`config.mk`:
```
export PLATFORM = sky130hd
export DESIGN_NAME = power_toggle_monitor
export DESIGN_NICKNAME = d
export VERILOG_FILES = /design/src/rtl/power_mon_pkg.sv /design/src/rtl/power_mon_popcount.sv /design/src/rtl/power_toggle_monitor.sv
export SDC_FILE = /design/constraint.sdc
export NUM_CORES = 1
export LEC_CHECK = 0
export ABC_AREA = 1
export BUFFER_PORTS_ARGS = -buffer_cell sky130_fd_sc_hd__buf_2
export CORE_UTILIZATION = 58
export DETAILED_ROUTE_END_ITERATION = 10
export PLACE_DENSITY = 0.81
export SLEW_MARGIN = 10
export SYNTH_ARGS = -nofsm -noshare
export SYNTH_HDL_FRONTEND = slang
export SYNTH_SLANG_ARGS = --single-unit
```
`constraint.sdc`:
```
create_clock -name clk -period 2.1 [get_ports clk]
set_input_delay 0.42 -clock clk [delete_from_list [all_inputs] [get_ports clk]]
set_output_delay 0.42 -clock clk [all_outputs]
set_load 0.05 [all_outputs]
```
`src/rtl/power_mon_pkg.sv`:
```
// rtl/power_mon_pkg.sv - shared state encoding and popcount width helper for the toggle monitor
package power_mon_pkg;

  localparam int PM_STATE_W = 2;

  typedef enum logic [PM_STATE_W-1:0] {
    PM_IDLE = 2'd0,
    PM_ARM  = 2'd1,
    PM_RUN  = 2'd2,
    PM_DONE = 2'd3
  } pm_state_e;

  // Bits needed to hold a count of 0..width set bits.
  function automatic int pm_pc_width(input int width);
    return $clog2(width + 1);
  endfunction

endpackage

```
`src/rtl/power_mon_popcount.sv`:
```
// rtl/power_mon_popcount.sv - combinational population count of a WIDTH-bit vector
module power_mon_popcount
  import power_mon_pkg::*;
#(
  parameter int WIDTH = 1,
  parameter int OUT_W = pm_pc_width(WIDTH)
) (
  input  logic [WIDTH-1:0] sig_i,
  output logic [OUT_W-1:0] cnt_o
);

  always_comb begin
    cnt_o = '0;
    for (int i = 0; i < WIDTH; i++) begin
      cnt_o = cnt_o + OUT_W'(sig_i[i]);
    end
  end

endmodule

```
`src/rtl/power_toggle_monitor.sv`:
```
// rtl/power_toggle_monitor.sv - windowed toggle/high-cycle counter with valid/ready result port
// Build option: POWER_MON_SATURATE_EN clamps the accumulators instead of wrapping them.
module power_toggle_monitor
  import power_mon_pkg::*;
#(
  parameter int WIDTH = 1,
  parameter int CNT_W = 16,
  parameter int WIN_W = 16
) (
  input  logic             clk,
  input  logic             rst_n,
  input  logic             start_i,
  input  logic [WIN_W-1:0] win_len_i,
  input  logic [WIDTH-1:0] sig_i,
  output logic             busy_o,
  output logic             res_valid_o,
  input  logic             res_ready_i,
  output logic [CNT_W-1:0] res_tog_o,
  output logic [CNT_W-1:0] res_ones_o,
  output logic             res_ovf_o
);

  localparam int PC_W = pm_pc_width(WIDTH);

  pm_state_e        state_q, state_d;
  logic [WIN_W-1:0] win_len_q, win_len_d;
  logic [WIN_W-1:0] cnt_q, cnt_d;
  logic [WIDTH-1:0] prev_q, prev_d;
  logic [CNT_W-1:0] tog_q, tog_d;
  logic [CNT_W-1:0] ones_q, ones_d;
  logic             ovf_q, ovf_d;
  logic             busy_q, busy_d;
  logic             valid_q, valid_d;

  logic [PC_W-1:0]  tog_pc;
  logic [PC_W-1:0]  ones_pc;
  logic [CNT_W:0]   tog_sum;
  logic [CNT_W:0]   ones_sum;
  logic [WIN_W:0]   cnt_next;

  power_mon_popcount #(.WIDTH(WIDTH), .OUT_W(PC_W)) u_pc_tog (
    .sig_i (sig_i ^ prev_q),
    .cnt_o (tog_pc)
  );

  power_mon_popcount #(.WIDTH(WIDTH), .OUT_W(PC_W)) u_pc_ones (
    .sig_i (sig_i),
    .cnt_o (ones_pc)
  );

  // The extra top bit of each sum is the carry that flags overflow.
  assign tog_sum  = {1'b0, tog_q} + (CNT_W+1)'(tog_pc);
  assign ones_sum = {1'b0, ones_q} + (CNT_W+1)'(ones_pc);
  assign cnt_next = {1'b0, cnt_q} + (WIN_W+1)'(1);

  always_comb begin
    state_d   = state_q;
    win_len_d = win_len_q;
    cnt_d     = cnt_q;
    prev_d    = prev_q;
    tog_d     = tog_q;
    ones_d    = ones_q;
    ovf_d     = ovf_q;

    unique case (state_q)
      PM_IDLE: begin
        if (start_i && (win_len_i != '0)) begin
          state_d   = PM_ARM;
          win_len_d = win_len_i;
          tog_d     = '0;
          ones_d    = '0;
          ovf_d     = 1'b0;
        end
      end
      PM_ARM: begin
        prev_d  = sig_i;
        cnt_d   = '0;
        state_d = PM_RUN;
      end
      PM_RUN: begin
        prev_d = sig_i;
        cnt_d  = cnt_next[WIN_W-1:0];
`ifdef POWER_MON_SATURATE_EN
        tog_d  = tog_sum[CNT_W]  ? '1 : tog_sum[CNT_W-1:0];
        ones_d = ones_sum[CNT_W] ? '1 : ones_sum[CNT_W-1:0];
`else
        tog_d  = tog_sum[CNT_W-1:0];
        ones_d = ones_sum[CNT_W-1:0];
`endif
        ovf_d  = ovf_q | tog_sum[CNT_W] | ones_sum[CNT_W];
        if (cnt_next == {1'b0, win_len_q}) begin
          state_d = PM_DONE;
        end
      end
      PM_DONE: begin
        if (res_ready_i) begin
          state_d = PM_IDLE;
        end
      end
      default: state_d = PM_IDLE;
    endcase

    busy_d  = (state_d != PM_IDLE);
    valid_d = (state_d == PM_DONE);
  end

  always_ff @(posedge clk or negedge rst_n) begin
    if (!rst_n) begin
      state_q   <= PM_IDLE;
      win_len_q <= '0;
      cnt_q     <= '0;
      prev_q    <= '0;
      tog_q     <= '0;
      ones_q    <= '0;
      ovf_q     <= 1'b0;
      busy_q    <= 1'b0;
      valid_q   <= 1'b0;
    end else begin
      state_q   <= state_d;
      win_len_q <= win_len_d;
      cnt_q     <= cnt_d;
      prev_q    <= prev_d;
      tog_q     <= tog_d;
      ones_q    <= ones_d;
      ovf_q     <= ovf_d;
      busy_q    <= busy_d;
      valid_q   <= valid_d;
    end
  end

  assign busy_o      = busy_q;
  assign res_valid_o = valid_q;
  assign res_tog_o   = tog_q;
  assign res_ones_o  = ones_q;
  assign res_ovf_o   = ovf_q;

endmodule

```
# == Word-level counts from Yosys, hierarchy flattened ==
# Index checks and enable logic that the tools add are counted.
# classes
add_sub_neg,3
n_eq_ne,6
muxes,10
n_bitwise,3
n_reduce_logical,9
# ops
cell,count
$pmux W16 S2,3
$add A16 B1 Y17,2
$add A16 B1 Y17 const B,1
$eq A17 B16 Y1,1
$mux W16,1
$reduce_bool A16 Y1,1
$pmux W2 S4,1
$eq A2 B2 Y1 const B,3
$mux W2,3
$reduce_bool A2 Y1,3
$reduce_and A2 Y1,2
$eq A2 B1 Y1 const B,1
$logic_not A2 Y1,1
$ne A2 B2 Y1 const B,1
$or A1 B1 Y1,2
$pmux W1 S2,1
$reduce_or A2 Y1,1
$logic_and A1 B1 Y1,1
$mux W1,1
$xor A1 B1 Y1,1
# word_totals
ff_bits,70
wordCells,40

# == Logic depth before layout (Yosys ltp) ==
# Gate-level depths: netlist of run 1.
# depth
depth_word,5
ltp_mapped,15
ltp_nobuf,15

# == By module ==
# Synthesis of run 1 repeated with hierarchy kept, for this count alone.
# unflattened
hier_cells,560
area_unflattened_um2,4204.0
# modules_own_cells
mod,n_inst,cells_per_inst,area_each_um2,seq_area_each_um2
power_toggle_monitor,1,558,4189.0,1751.7
power_mon_popcount,2,1,7.5,0.0

# == Worst setup path after synthesis of run 1 ==
# OpenSTA, ideal clock, no wires.
# synth_path
kind,register -> register
startpoint,"register ones_q[0], in the netlist res_ones_o[0]"
endpoint,"register ones_q[14], in the netlist res_ones_o[14]"
setup_time_ns,0.095
arrival_ns,1.938
required_time_ns,2.005
path_slack_ns,0.067
path_stages_with_launch,8
path_buffers,0
path_cell_list,dfrtp_1 > ha_1 > ha_1 > nand2_1 > nor3_1 > nand3_1 > xor2_1 > o31ai_1
# synth_via
elab_chain_len,2
# synth_rtl
element,line_no,rtl
"start, declared",power_toggle_monitor.sv:30,"logic [CNT_W-1:0] ones_q, ones_d;"
"start signal, assigned",power_toggle_monitor.sv:124,ones_q <= ones_d;
$add A16 B1 Y17,power_toggle_monitor.sv:53,"assign ones_sum = {1'b0, ones_q} + (CNT_W+1)'(ones_pc);"
$pmux W16 S2,power_toggle_monitor.sv:65,unique case (state_q)
# Every way passes these cells.
# A chain may end at the register's enable or synchronous reset.

# == Worst setup path in the final report of run 1 ==
# layout_path
startpoint,register state_q[1]
endpoint,"register tog_q[11], in the netlist res_tog_o[11]"
# layout_via
elab_chain_len,3
elab_cells_between_ends,6
# layout_rtl
element,line_no,rtl
"start, declared",power_toggle_monitor.sv:25,"pm_state_e state_q, state_d;"
"start signal, assigned",power_toggle_monitor.sv:119,state_q <= state_d;
$eq A2 B2 Y1 or $logic_not A2 Y1 (tied branches),power_toggle_monitor.sv:65,
$reduce_bool A2 Y1 (no source line) or $ne A2 B2 Y1 (tied branches),-,
$reduce_and A2 Y1 (no source line),-,
"end signal, assigned",power_toggle_monitor.sv:123,tog_q <= tog_d;
"end, declared",power_toggle_monitor.sv:29,"logic [CNT_W-1:0] tog_q, tog_d;"
# Parallel ways exist; a longest one is shown, timed or not.

==> results of run 1 <==
-- report_power, final --
group / switching (W) / internal [W]
registers: 0.000191 / 0.00151
logic: 0.000991 / 0.000324
clock network: 0.000502 / 0.000414
total: 0.00168 / 0.00225
-- metrics by stage --
| step | setup slack (ps) | TNS, ps |
|---|---|---|
| 2_1_floorplan | 66.8 | 0 |
| 3_3_place_gp | 178 | 0 |
| 3_5_place_dp | 123 | 0 |
| 4_1_cts | 169 | 0 |
| 5_1_grt | -23.9 | -23.9 |
| 6_report | 220 | 0 |
-- routing by layer --
metal | share of wire [%] | GRT usage (%)
met5 | 0 | 0
met4 | 2.9 | 12.6
met3 | 4.7 | 5.39
met2 | 50 | 47.9
met1 | 42 | 32.4
-- final timing paths --
kind / slack [ps] / depth (start not counted) / end / start
max: 220 / 11 / res_tog_o[11] / state_q[1]
min: 80 / 2 / res_ones_o[7] / rst_n
max reg2reg: 220 / 11 / res_tog_o[11] / state_q[1]
min reg2reg: 500 / 2 / prev_q / prev_q
max in group asynchronous: 1720 / 2 / cnt_q[2] / rst_n
min in group clk: 280 / 3 / win_len_q[0] / win_len_i[0]
-- final cells by class --
class	instances	area share, %
multi-input combinational	393	43.7
sequential	70	36.9
timing repair buffer	71	8.60
inverter	62	4.96
clock buffer	10	2.69
tap	96	2.53
clock inverter	5	0.580
-- critical path, cell delays in order, from the launching register on --
cell	delay (ps)
sky130_fd_sc_hd__dfrtp_1	390
sky130_fd_sc_hd__inv_1	90
sky130_fd_sc_hd__ha_1	260
sky130_fd_sc_hd__inv_1	110
sky130_fd_sc_hd__nand2_2	100
sky130_fd_sc_hd__nand2_4	130
sky130_fd_sc_hd__inv_4	60
sky130_fd_sc_hd__nor2_1	190
sky130_fd_sc_hd__nand3_1	130
sky130_fd_sc_hd__nand2_1	100
sky130_fd_sc_hd__o21ai_0	90
sky130_fd_sc_hd__o21a_1	110
-- cell families (layout without fill, tap and decap cells) --
kind of cell	after synthesis	count (layout)	share of synthesized area, %
simple gates	294	296	33.1
buf+inv	71	148	6.71
compound gates	72	72	10.2
fa+ha+maj	9	9	2.77
xor+xnor	16	16	4.12
flops	70	70	43.1
-- registers in the layout, summed over array words and instances (netlist names) --
register,cells
res_ones_o,16
res_valid_o,1
res_ovf_o,1
prev_q,1
state_q,2
cnt_q,16
busy_o,1
win_len_q,16
res_tog_o,16
-- cells in the final DEF, fill, tap and decap left out, types with 3 or more instances in the layout --
| cell type | instances |
|---|---|
| sky130_fd_sc_hd__xor2_1 | 13 |
| sky130_fd_sc_hd__nand2_2 | 8 |
| sky130_fd_sc_hd__nor2_4 | 5 |
| sky130_fd_sc_hd__o21ai_0 | 28 |
| sky130_fd_sc_hd__ha_1 | 8 |
| sky130_fd_sc_hd__o31ai_1 | 6 |
| sky130_fd_sc_hd__clkinv_2 | 4 |
| sky130_fd_sc_hd__nor3_1 | 11 |
| sky130_fd_sc_hd__inv_1 | 58 |
| sky130_fd_sc_hd__o22ai_1 | 13 |
| sky130_fd_sc_hd__a21oi_1 | 15 |
| sky130_fd_sc_hd__buf_2 | 55 |
| sky130_fd_sc_hd__nand4_1 | 15 |
| sky130_fd_sc_hd__nand2_1 | 139 |
| sky130_fd_sc_hd__o21ai_1 | 3 |
| sky130_fd_sc_hd__clkbuf_8 | 9 |
| sky130_fd_sc_hd__nor2_1 | 51 |
| sky130_fd_sc_hd__buf_4 | 15 |
| sky130_fd_sc_hd__nor4_1 | 4 |
| sky130_fd_sc_hd__nor2_2 | 8 |
| sky130_fd_sc_hd__nand2_4 | 3 |
| sky130_fd_sc_hd__dfrtp_1 | 69 |
| sky130_fd_sc_hd__nand3_1 | 46 |
-- what timing repair did --
| action | CTS | global route |
|---|---|---|
| endpoints found under the setup margin | 0 | 6 |
| setup buffers | 0 | 3 |
| resized for setup | 0 | 7 |
==> results.md, run 1 <==
- The flow ran to the end, and the final reports show no timing, DRC or antenna violations.
- STA puts the critical path data arrival time at 2120 ps.
- The hold-fix buffer count after cts is 0.
- The number of global-route vias before repair is 3720.
- For this block, the initial DRC count from the detailed router was 129.
- The die covers 7350 um2.
- The worst-case vdd ir drop is 432 uV.
- Row generation in the floorplan step produced 30 rows.
- The leakage dissipation is 2.34 nW.
- The overall routed net length is 9290 um.
- The total power divided by cell area is 830 nW/um2.
- The number of warnings issued by yosys is 0.
- The TritonCTS buffer count is 9.
- The total of flip-flops plus latches after synthesis is 70.
- The TritonCTS clock tree is built.
- Setup repair after global routing could not meet its margin everywhere.
- The length of the first detailed-routing pass in iterations is 5.
- The ratio of routed vias to standard cells is 5.46.
- The final-report setup violation count is 0.
- After floorplanning, the core was sized to cover 6790 um2.
- The initial antenna violation count came to 0.
- The placer's final routability congestion estimate is 0.885.
- Counting every instance in the synthesized netlist gives 532.
- The library cell used as clock root buffer is sky130_fd_sc_hd__clkbuf_8.
- Summing internal, switching and leakage power gives 0.00394 W.
- The number of top-level pins is 56.
- The count of buffers inserted at the top-level ports is 55.
- By area the synthesized netlist is led by sky130_fd_sc_hd__dfrtp_1 (43%), sky130_fd_sc_hd__nand2_1 (13%), sky130_fd_sc_hd__nand3_1 (5.7%).
- After detailed routing, the average wire length per cell comes to 13.1 um.
- The type of the most critical hold path is in2async.
- The synthesized cell area is 4070 um2.
- The total count of hold-check failures in the final report was 0.
- The most used flip-flop cell after synthesis is sky130_fd_sc_hd__dfrtp_1.
- The cell count after placement is 687.
- The tightest hold path in the finished design has a slack of 80.0 ps.
- The number of H-tree levels is 3.
- Headroom to the max-slew limit came out at 62.3%.
- Once layout is done, the placed cells without fillers occupy 4740 um2.
- Counting flops with a built-in enable in the synthesized netlist gives 0.
- The category of the worst setup path launch point is a register.
- The shortest clock period the worst path allows after layout is 1880 ps.
- The diode insertion count for antenna repair is 0.
- Across all layers, the routed design uses 3860 vias.
- Entering global routing, the biggest net connects 71 pins.
- Summed over all layers, the global routing overflow is 0.
- STA puts the critical path data required time at 2340 ps.
- Of all nets on the critical path, the largest fanout is 6.
- The clock-pin slew on the worst setup and hold paths is 70 ps.
- The DRC violations left is 0.
- The insertion delay of the later-clocked pin in the worst-skew pair is 350 ps.
- Sequential cells were found to cover 43.1% of the synthesized design area.
- The footprint of the multi-input gates is 2070 um2.
- Relative to the synthesized area, the layout overhead comes to 16.7%.
- The count of maximum capacitance violations is 0.
- In this run the biggest area consumer among cell types represents 43.1% of the synthesized area.
- In the synthesized netlist the async set-or-reset flop fraction comes to 100%.
- The floorplan die width is 85.7 um.
- The synthesized area per cell is 7.64 um2.
- The final net count is 637.
- At the pin with the least slew margin, the transition time is 564 ps.
- STA classifies the critical path endpoint as a register.
- Across every metal layer, demand over resource in global routing totals 27.3%.
- The number of max-slew violations in the final report is 0.
- The clock drives 70 sinks.
- The maximum clock rate is 532 MHz.
- For this configuration, the core starts out at a cell density of 59.8%.
- The period utilization is 89.5%.
- The total nets after synthesis is 562.
- The HPWL after detailed placement is 6850 um.
- In the synthesized netlist, the cells that appear most often are sky130_fd_sc_hd__nand2_1 (141), sky130_fd_sc_hd__dfrtp_1 (70), sky130_fd_sc_hd__inv_1 (58), sky130_fd_sc_hd__nor2_1 (53), sky130_fd_sc_hd__nand3_1 (46).
- In this run the cell area measured after placement is 4530 um2.
- The synthesized netlist contains 37 unique library cells.
- Once detail routing completed, the nets flagged for antenna violations numbered 0.
- After filler insertion, the fill cell instance count of the layout stands at 586.
- In this run the deepest clock path goes through 2 buffers.
- The share of layout cells above drive strength 1 is 19.5%.
- Across the routed clock network, the largest skew measured is 8.12 ps.
- The final core utilization is 69.8%.
- Yosys instantiated no cell more often than sky130_fd_sc_hd__nand2_1.
- The die extent in y is 85.7 um.
- The setup path with the least slack is of type reg2reg.
- The area taken by flip-flops and latches is 1750 um2.
- The global-route wire length before repair is 15900 um.
- The most area-hungry cell type in the Yosys netlist is sky130_fd_sc_hd__dfrtp_1.
- The number of standard cells in the final layout excluding fillers is 707.
(Power assumes the default switching activity.)
==> run 2, diff against run 1 <==
Settings changed: CORE_UTILIZATION 58 to 55, PLACE_DENSITY 0.81 to 0.78.
==> results.md, run 2 (same netlist as run 1, synthesis figures left out) <==
- The die is 88.0 um tall.
- The master of the slowest instance on the critical path is sky130_fd_sc_hd__dfrtp_2.
- After filler insertion, the fill cell instance count of the layout stands at 598.
- The highest routed metal layer is met4.
- The clock sink count is 70.
- Leaving out fill and tap cells, the most frequent cell in the layout is sky130_fd_sc_hd__nand2_1.
- The area growth from synthesis to layout is 17.1%.
- In this run the remaining antenna-violating nets after routing total 0.
- The worst path in the final design needs a cycle of 1890 ps, including I/O delays and setup.
- The TritonCTS clock tree is built.
- The global-route wire length before repair is 16000 um.
- The total count of hold-check failures in the final report is 0.
- The worst max-slew margin expressed relative to the limit is 64.4%.
- The slack of the worst reg-to-reg path is 210 ps.
- Summed over all layers, the global routing overflow is 0.
- The endpoint identified for the worst register-to-register timing path is res_valid_o.
- Once the floorplan was initialized, standard cells occupied 58.2% of the core.
- The element type at the critical path end is a register.
- Clock skew on the completed layout was measured at 11.4 ps.
- After detailed routing, the met2 layer carries 4280 um of wire.
- The floorplan die area is 7740 um2.
- The initial antenna violation count is 0.
- At the pin with the least slew margin, the transition time is 533 ps.
- The worst hold path belongs to the class in2async.
- The final-report setup violation count is 0.
- Setup repair after global routing left no endpoint under its margin.
- The core region is 6980 um2.
- The maximum cell stage delay along the critical path is 400 ps.
- The overall routed net length is 9520 um.
- Clock-pin slew was measured on the worst setup and hold paths at 80 ps.
- The insertion delay of the later-clocked pin in the worst-skew pair is 350 ps.
- The total power divided by cell area is 846 nW/um2.
- The ratio of routed vias to standard cells is 5.44.
- In this run the static leakage power is 2.35 nW.
- The repair_antennas step left the layout with diodes totalling 0.
- Across the VDD grid, the largest voltage drop is 996 uV.
- The largest net degree at the start of global routing is 37.
- The TritonCTS buffer count is 9.
- The arrival time at the worst endpoint is 2160 ps.
- The number of global-route vias before repair was 3538.
- The run finished with clean final reports.
- In the final layout, the multi-input gates occupy 2060 um2.
- The worst register-to-register path begins at cnt_q[0].
- The initialized floorplan defines 30 standard-cell rows.
- The vias after detailed routing is 3848.
- The launch point of the worst path is cnt_q[0].
- The number of H-tree levels is 3.
- Summed over all nets, the half-perimeter wirelength after detailed placement is 7090 um.
- In this run the clock root is driven by a sky130_fd_sc_hd__clkbuf_8.
- The count of buffers inserted at the top-level ports is 55.
- In this run the worst path has a maximum fanout of 5.
- The most numerous cell on the critical path is sky130_fd_sc_hd__nand2_1.
- Data on the critical path is required at its endpoint by 2370 ps.
- The final net count is 636.
- In the final layout, flip-flops and latches occupy 1750 um2.
- Traced cell by cell, the critical path runs through ha_2 > nand3_4 > nor2_4 > nand4_1 > nand3_1 > nand2_1 > nor2_1 > nand2_1 > nor2_1 > nand2_1 > nand2_1 > nand2_2 > a21oi_2.
- The placer's final routability congestion estimate is 0.906.
- The routed length per instance is 13.5 um.
- The aggregate global-route resource usage is 27.0%.
- The number of DRC violations after detailed-routing iteration 0 is 280.
- The length of the first detailed-routing pass in iterations is 5.
- The kind of cell with the highest combined delay along the critical path is simple AND/OR/NAND/NOR gates.
- Static timing analysis puts the maximum clock frequency at 530 MHz.
- The category of the critical setup timing path is reg2reg.
- Measured in cells, the most critical reg-to-reg path has a length of 13.
- For this run, design rule violations remaining after detail routing come to 0.
- Across the run, the number of max-cap violations was 0.
- The sum of routed wire segments on met1 is 4550 um.
- The number of top-level pins is 56.
- The floorplan die width is 88.0 um.
- The number of max-slew violations in the final report is 0.
- The number of buffers between clock root and the deepest sink is 2.
- For the final routed database, the setup TNS stands at 0 ps.
- The amount of wire on met3 after detailed routing is 559 um.
- The category of the worst setup path launch point is a register.
- The period utilization is 89.9%.
- The number of buffer and inverter instances along the worst setup path is 0.
- Across all hold checks on the routed design, the worst slack comes to 35.3 ps.
- In the layout the commonest cells are sky130_fd_sc_hd__nand2_1 (141), sky130_fd_sc_hd__dfrtp_1 (69), sky130_fd_sc_hd__inv_1 (58).
- Cells with a size suffix above 1 make up 19.1% of the layout.
[run 2: changes by cell type in the layout (fill, tap and decap cells not counted)]
cell,delta
sky130_fd_sc_hd__nand2_2,-3
sky130_fd_sc_hd__nor2_2,-3
sky130_fd_sc_hd__clkinv_2,-2
sky130_fd_sc_hd__clkinv_4,+2
sky130_fd_sc_hd__nand2_1,+2
sky130_fd_sc_hd__nor2_1,+2
sky130_fd_sc_hd__buf_4,+1
sky130_fd_sc_hd__clkbuf_8,+1
sky130_fd_sc_hd__ha_1,-1
sky130_fd_sc_hd__ha_2,+1
sky130_fd_sc_hd__nor3_1,-1
sky130_fd_sc_hd__nor3_2,+1
sky130_fd_sc_hd__o21ai_0,-1
sky130_fd_sc_hd__o21ai_1,+1
[run 2: how the worst max path moves through the flow]
| stage | to | slack (ps) | depth (start not counted) |
|---|---|---|---|
| 6_report | res_valid_o | 210 | 13 |
| 5_1_grt | res_valid_o | 10 | 13 |
| 4_1_cts | res_valid_o | 110 | 13 |
| 3_5_place_dp | res_tog_o[14] | 110 | 14 |
| 3_3_place_gp | res_tog_o[14] | 160 | 14 |
| 2_1_floorplan | res_ones_o[14] | 70 | 7 |
[run 2: layout make-up]
cell class / instances / share of cell area (%)
Tap cell: 96 / 2.52
Timing Repair Buffer: 72 / 8.73
Multi-Input combinational cell: 391 / 43.3
Inverter: 62 / 4.94
Clock inverter: 5 / 0.736
Clock buffer: 11 / 2.97
Sequential cell: 70 / 36.8
[run 2: metrics by stage]
step                      setup WS, ps  std cells  power [W]  utilization (%)  area (um2)
after floorplan                   66.8        532    0.00268                -        4070
after global placement             163        685    0.00303             64.7        4520
after detailed placement           111        685    0.00305             64.7        4520
after CTS                          108        701    0.00403             67.2        4690
after global routing              13.7        707    0.00425             68.2        4760
final                              213        707    0.00403             68.2        4760
[run 2: power by group]
part / total, W / leakage [nW] / switching, W / internal, W
Clock: 0.000988 / 0.0893 / 0.000526 / 0.000461
Sequential: 0.00171 / 0.827 / 0.000197 / 0.00151
Combinational: 0.00133 / 1.44 / 0.00100 / 0.000326
Total: 0.00403 / 2.35 / 0.00173 / 0.00230
[run 2: routing by layer]
layer | up-vias | global-route usage [%]
li1 | 1908 | -
met1 | 1802 | 39.1
met2 | 127 | 41.0
met3 | 11 | 5.37
met4 | 0 | 8.05
met5 | - | 0
[run 2: repair_timing]
item / in CTS / in global routing
resized for setup: 0 / 6
endpoints found under the setup margin: 0 / 8
buffers inserted: 0 / 6
hold buffers: 0 / 0
==> run 3, diff against run 2 <==
Settings changed: CORE_UTILIZATION 55 to 40, PLACE_DENSITY 0.78 to 0.6.
==> results.md, run 3 (same netlist as run 1, synthesis figures left out) <==
- The clock passes through at most 2 buffers.
- The shortest clock period the worst path allows after layout is 1920 ps.
- The library cell used as clock root buffer is sky130_fd_sc_hd__clkbuf_8.
- Leaving out fill and tap cells, the most frequent cells in the layout are sky130_fd_sc_hd__nand2_1 (141), sky130_fd_sc_hd__dfrtp_1 (70), sky130_fd_sc_hd__inv_1 (58).
- Row generation in the floorplan step produced 36 rows.
- The number of buffer and inverter instances along the worst setup path is 0.
- The number of global-route vias before repair is 3501.
- The total count of hold-check failures in the final report came to 0.
- The endpoint identified for the worst register-to-register timing path is res_valid_o.
- Setup repair after global routing left no endpoint under its margin.
- The element type at the critical path end is a register.
- The TritonCTS buffer count is 9.
- The ratio of routed vias to standard cells is 4.95.
- The final worst slack is 183 ps.
- The floorplan step defined a core boundary enclosing 9820 um2.
- The diode insertion count for antenna repair is 0.
- The number of cells traversed by the worst register-to-register path is 13.
- The area growth from synthesis to layout is 19.0%.
- The H-tree generated during clock tree synthesis spans 3 levels.
- At the worst endpoint, the arrival time is 2200 ps.
- The maximum clock rate is 522 MHz.
- For this run, design rule violations remaining after detail routing come to 0.
- The slack of the worst reg-to-reg path is 180 ps.
- The top cell family by delay on the critical path is simple AND/OR/NAND/NOR gates.
- The type of the most critical hold path is in2async.
- The number of hold buffers added after CTS was 0.
- The pre-antenna-repair detailed-routing pass consisted of 4 iterations.
- At the pin with the least slew margin, the transition time is 497 ps.
- The floorplan die area is 10600 um2.
- 56 I/O pins were placed.
- The worst max-slew margin expressed relative to the limit is 66.6%.
- The master of the slowest instance on the critical path is sky130_fd_sc_hd__dfrtp_1.
- Routability-driven placement finished with a final weighted congestion of 0.860.
- During placement, the flow inserted port buffers numbering 55.
- The floorplan die width is 103 um.
- Leaving out fill and tap cells, the most frequent cell in the layout is sky130_fd_sc_hd__nand2_1.
- The clock sink count is 70.
- The clock-pin slew on the worst setup and hold paths is 90 ps.
- The number of DRC violations after detailed-routing iteration 0 is 119.
- After legalization and detailed placement, the total HPWL measured 6960 um.
- In this run the critical register-to-register path is launched from cnt_q[1].
- The first global-routing pass estimated 15900 um of wire.
- The count of maximum capacitance violations is 0.
- The critical path goes through ha_1 > nand3_2 > nor2_4 > nand4_1 > nand3_1 > nand2_1 > nor2_1 > nand2_1 > nor2_1 > nand2_1 > nand2_1 > nand2_2 > a21oi_2.
- The category of the worst setup path launch point is a register.
- The total overflow left after global routing is 0.
- The TritonCTS clock tree is built.
- The residual antenna-violating net count after detailed routing is 0.
- The starting density of the core is 41.4%.
- The vias after detailed routing is 3683.
- Global routing used 19.3% of the available tracks.
- The initial antenna violation count was 0.
- The insertion delay of the later-clocked pin in the worst-skew pair is 340 ps.
- The final-report setup violation count is 0.
- Entering global routing, the biggest net connects 71 pins.
- The final layout contains 636 nets.
- On the final layout, the worst clock skew is 12.9 ps.
- Cells with a size suffix above 1 make up 18.7% of the layout.
- The run finished with clean final reports.
- The period utilization is 91.3%.
- VDD sags by at most 320 uV.
- The category of the critical setup timing path is reg2reg.
- At the worst endpoint, the required time is 2380 ps.
- The total power divided by cell area is 884 nW/um2.
- The aggregate negative setup slack is 0 ps.
- The routed length per instance is 12.7 um.
- The largest single stage delay on the critical path is 370 ps.
- The overall routed net length is 9450 um.
- The maximum fanout along the worst path is 5.
- The leakage dissipation is 2.37 nW.
- The number of max-slew violations in the final report is 0.
- The most numerous cell on the critical path is sky130_fd_sc_hd__nand2_1.
- OpenSTA, run right after detailed placement, puts the worst setup slack at 108 ps.
- In this run the vertical extent of the chip is 103 um.
[run 3: timing repair]
action | CTS | global route
hold endpoints to repair | 0 | 0
buffers inserted | 0 | 2
setup endpoints to repair | 0 | 2
resized for setup | 0 | 1
[run 3: where the power goes]
| part | internal, W | switching (W) | total (W) |
|---|---|---|---|
| logic | 0.000322 | 0.000991 | 0.00131 |
| registers | 0.00151 | 0.000188 | 0.00170 |
| clock network | 0.000703 | 0.000556 | 0.00126 |
[run 3: how the worst max path moves through the flow]
stage | start | endpoint | slack, ps | depth (start not counted)
final | cnt_q[1] | res_valid_o | 180 | 13
after detailed placement | win_len_i[11] | res_tog_o[8] | 110 | 12
after global routing | state_q[1] | res_tog_o[14] | 3 | 12
after floorplan | res_ones_o[0] | res_ones_o[14] | 70 | 7
after global placement | win_len_i[11] | res_tog_o[7] | 140 | 12
after CTS | cnt_q[1] | res_valid_o | 150 | 13
[run 3: metal layers]
layer	vias up	part of all wire [%]	global-route usage, %
met2	81	47	33.1
met5	-	0	0
met3	11	4.1	3.25
met1	1695	47	25.1
li1	1896	-	-
met4	0	1.3	6.07
[run 3: stage by stage]
stage | hold WS (ps) | total power [W] | utilization, % | cell area, um2 | cells
2_1_floorplan | 124 | 0.00268 | - | 4070 | 532
3_5_place_dp | 484 | 0.00305 | 46.8 | 4590 | 726
5_1_grt | 117 | 0.00450 | 49.2 | 4840 | 744
3_3_place_gp | 479 | 0.00303 | 46.8 | 4590 | 726
6_report | 90.0 | 0.00427 | 49.2 | 4840 | 744
4_1_cts | 101 | 0.00431 | 49.1 | 4820 | 742
[run 3: layout make-up]
type                            count  area (um2)
Tap cell                          133         166
Timing Repair Buffer               72         415
Fill cell                         994        4980
Inverter                           62         235
Sequential cell                    70        1750
Clock buffer                       11         141
Clock inverter                      5        82.6
Multi-Input combinational cell    391        2040
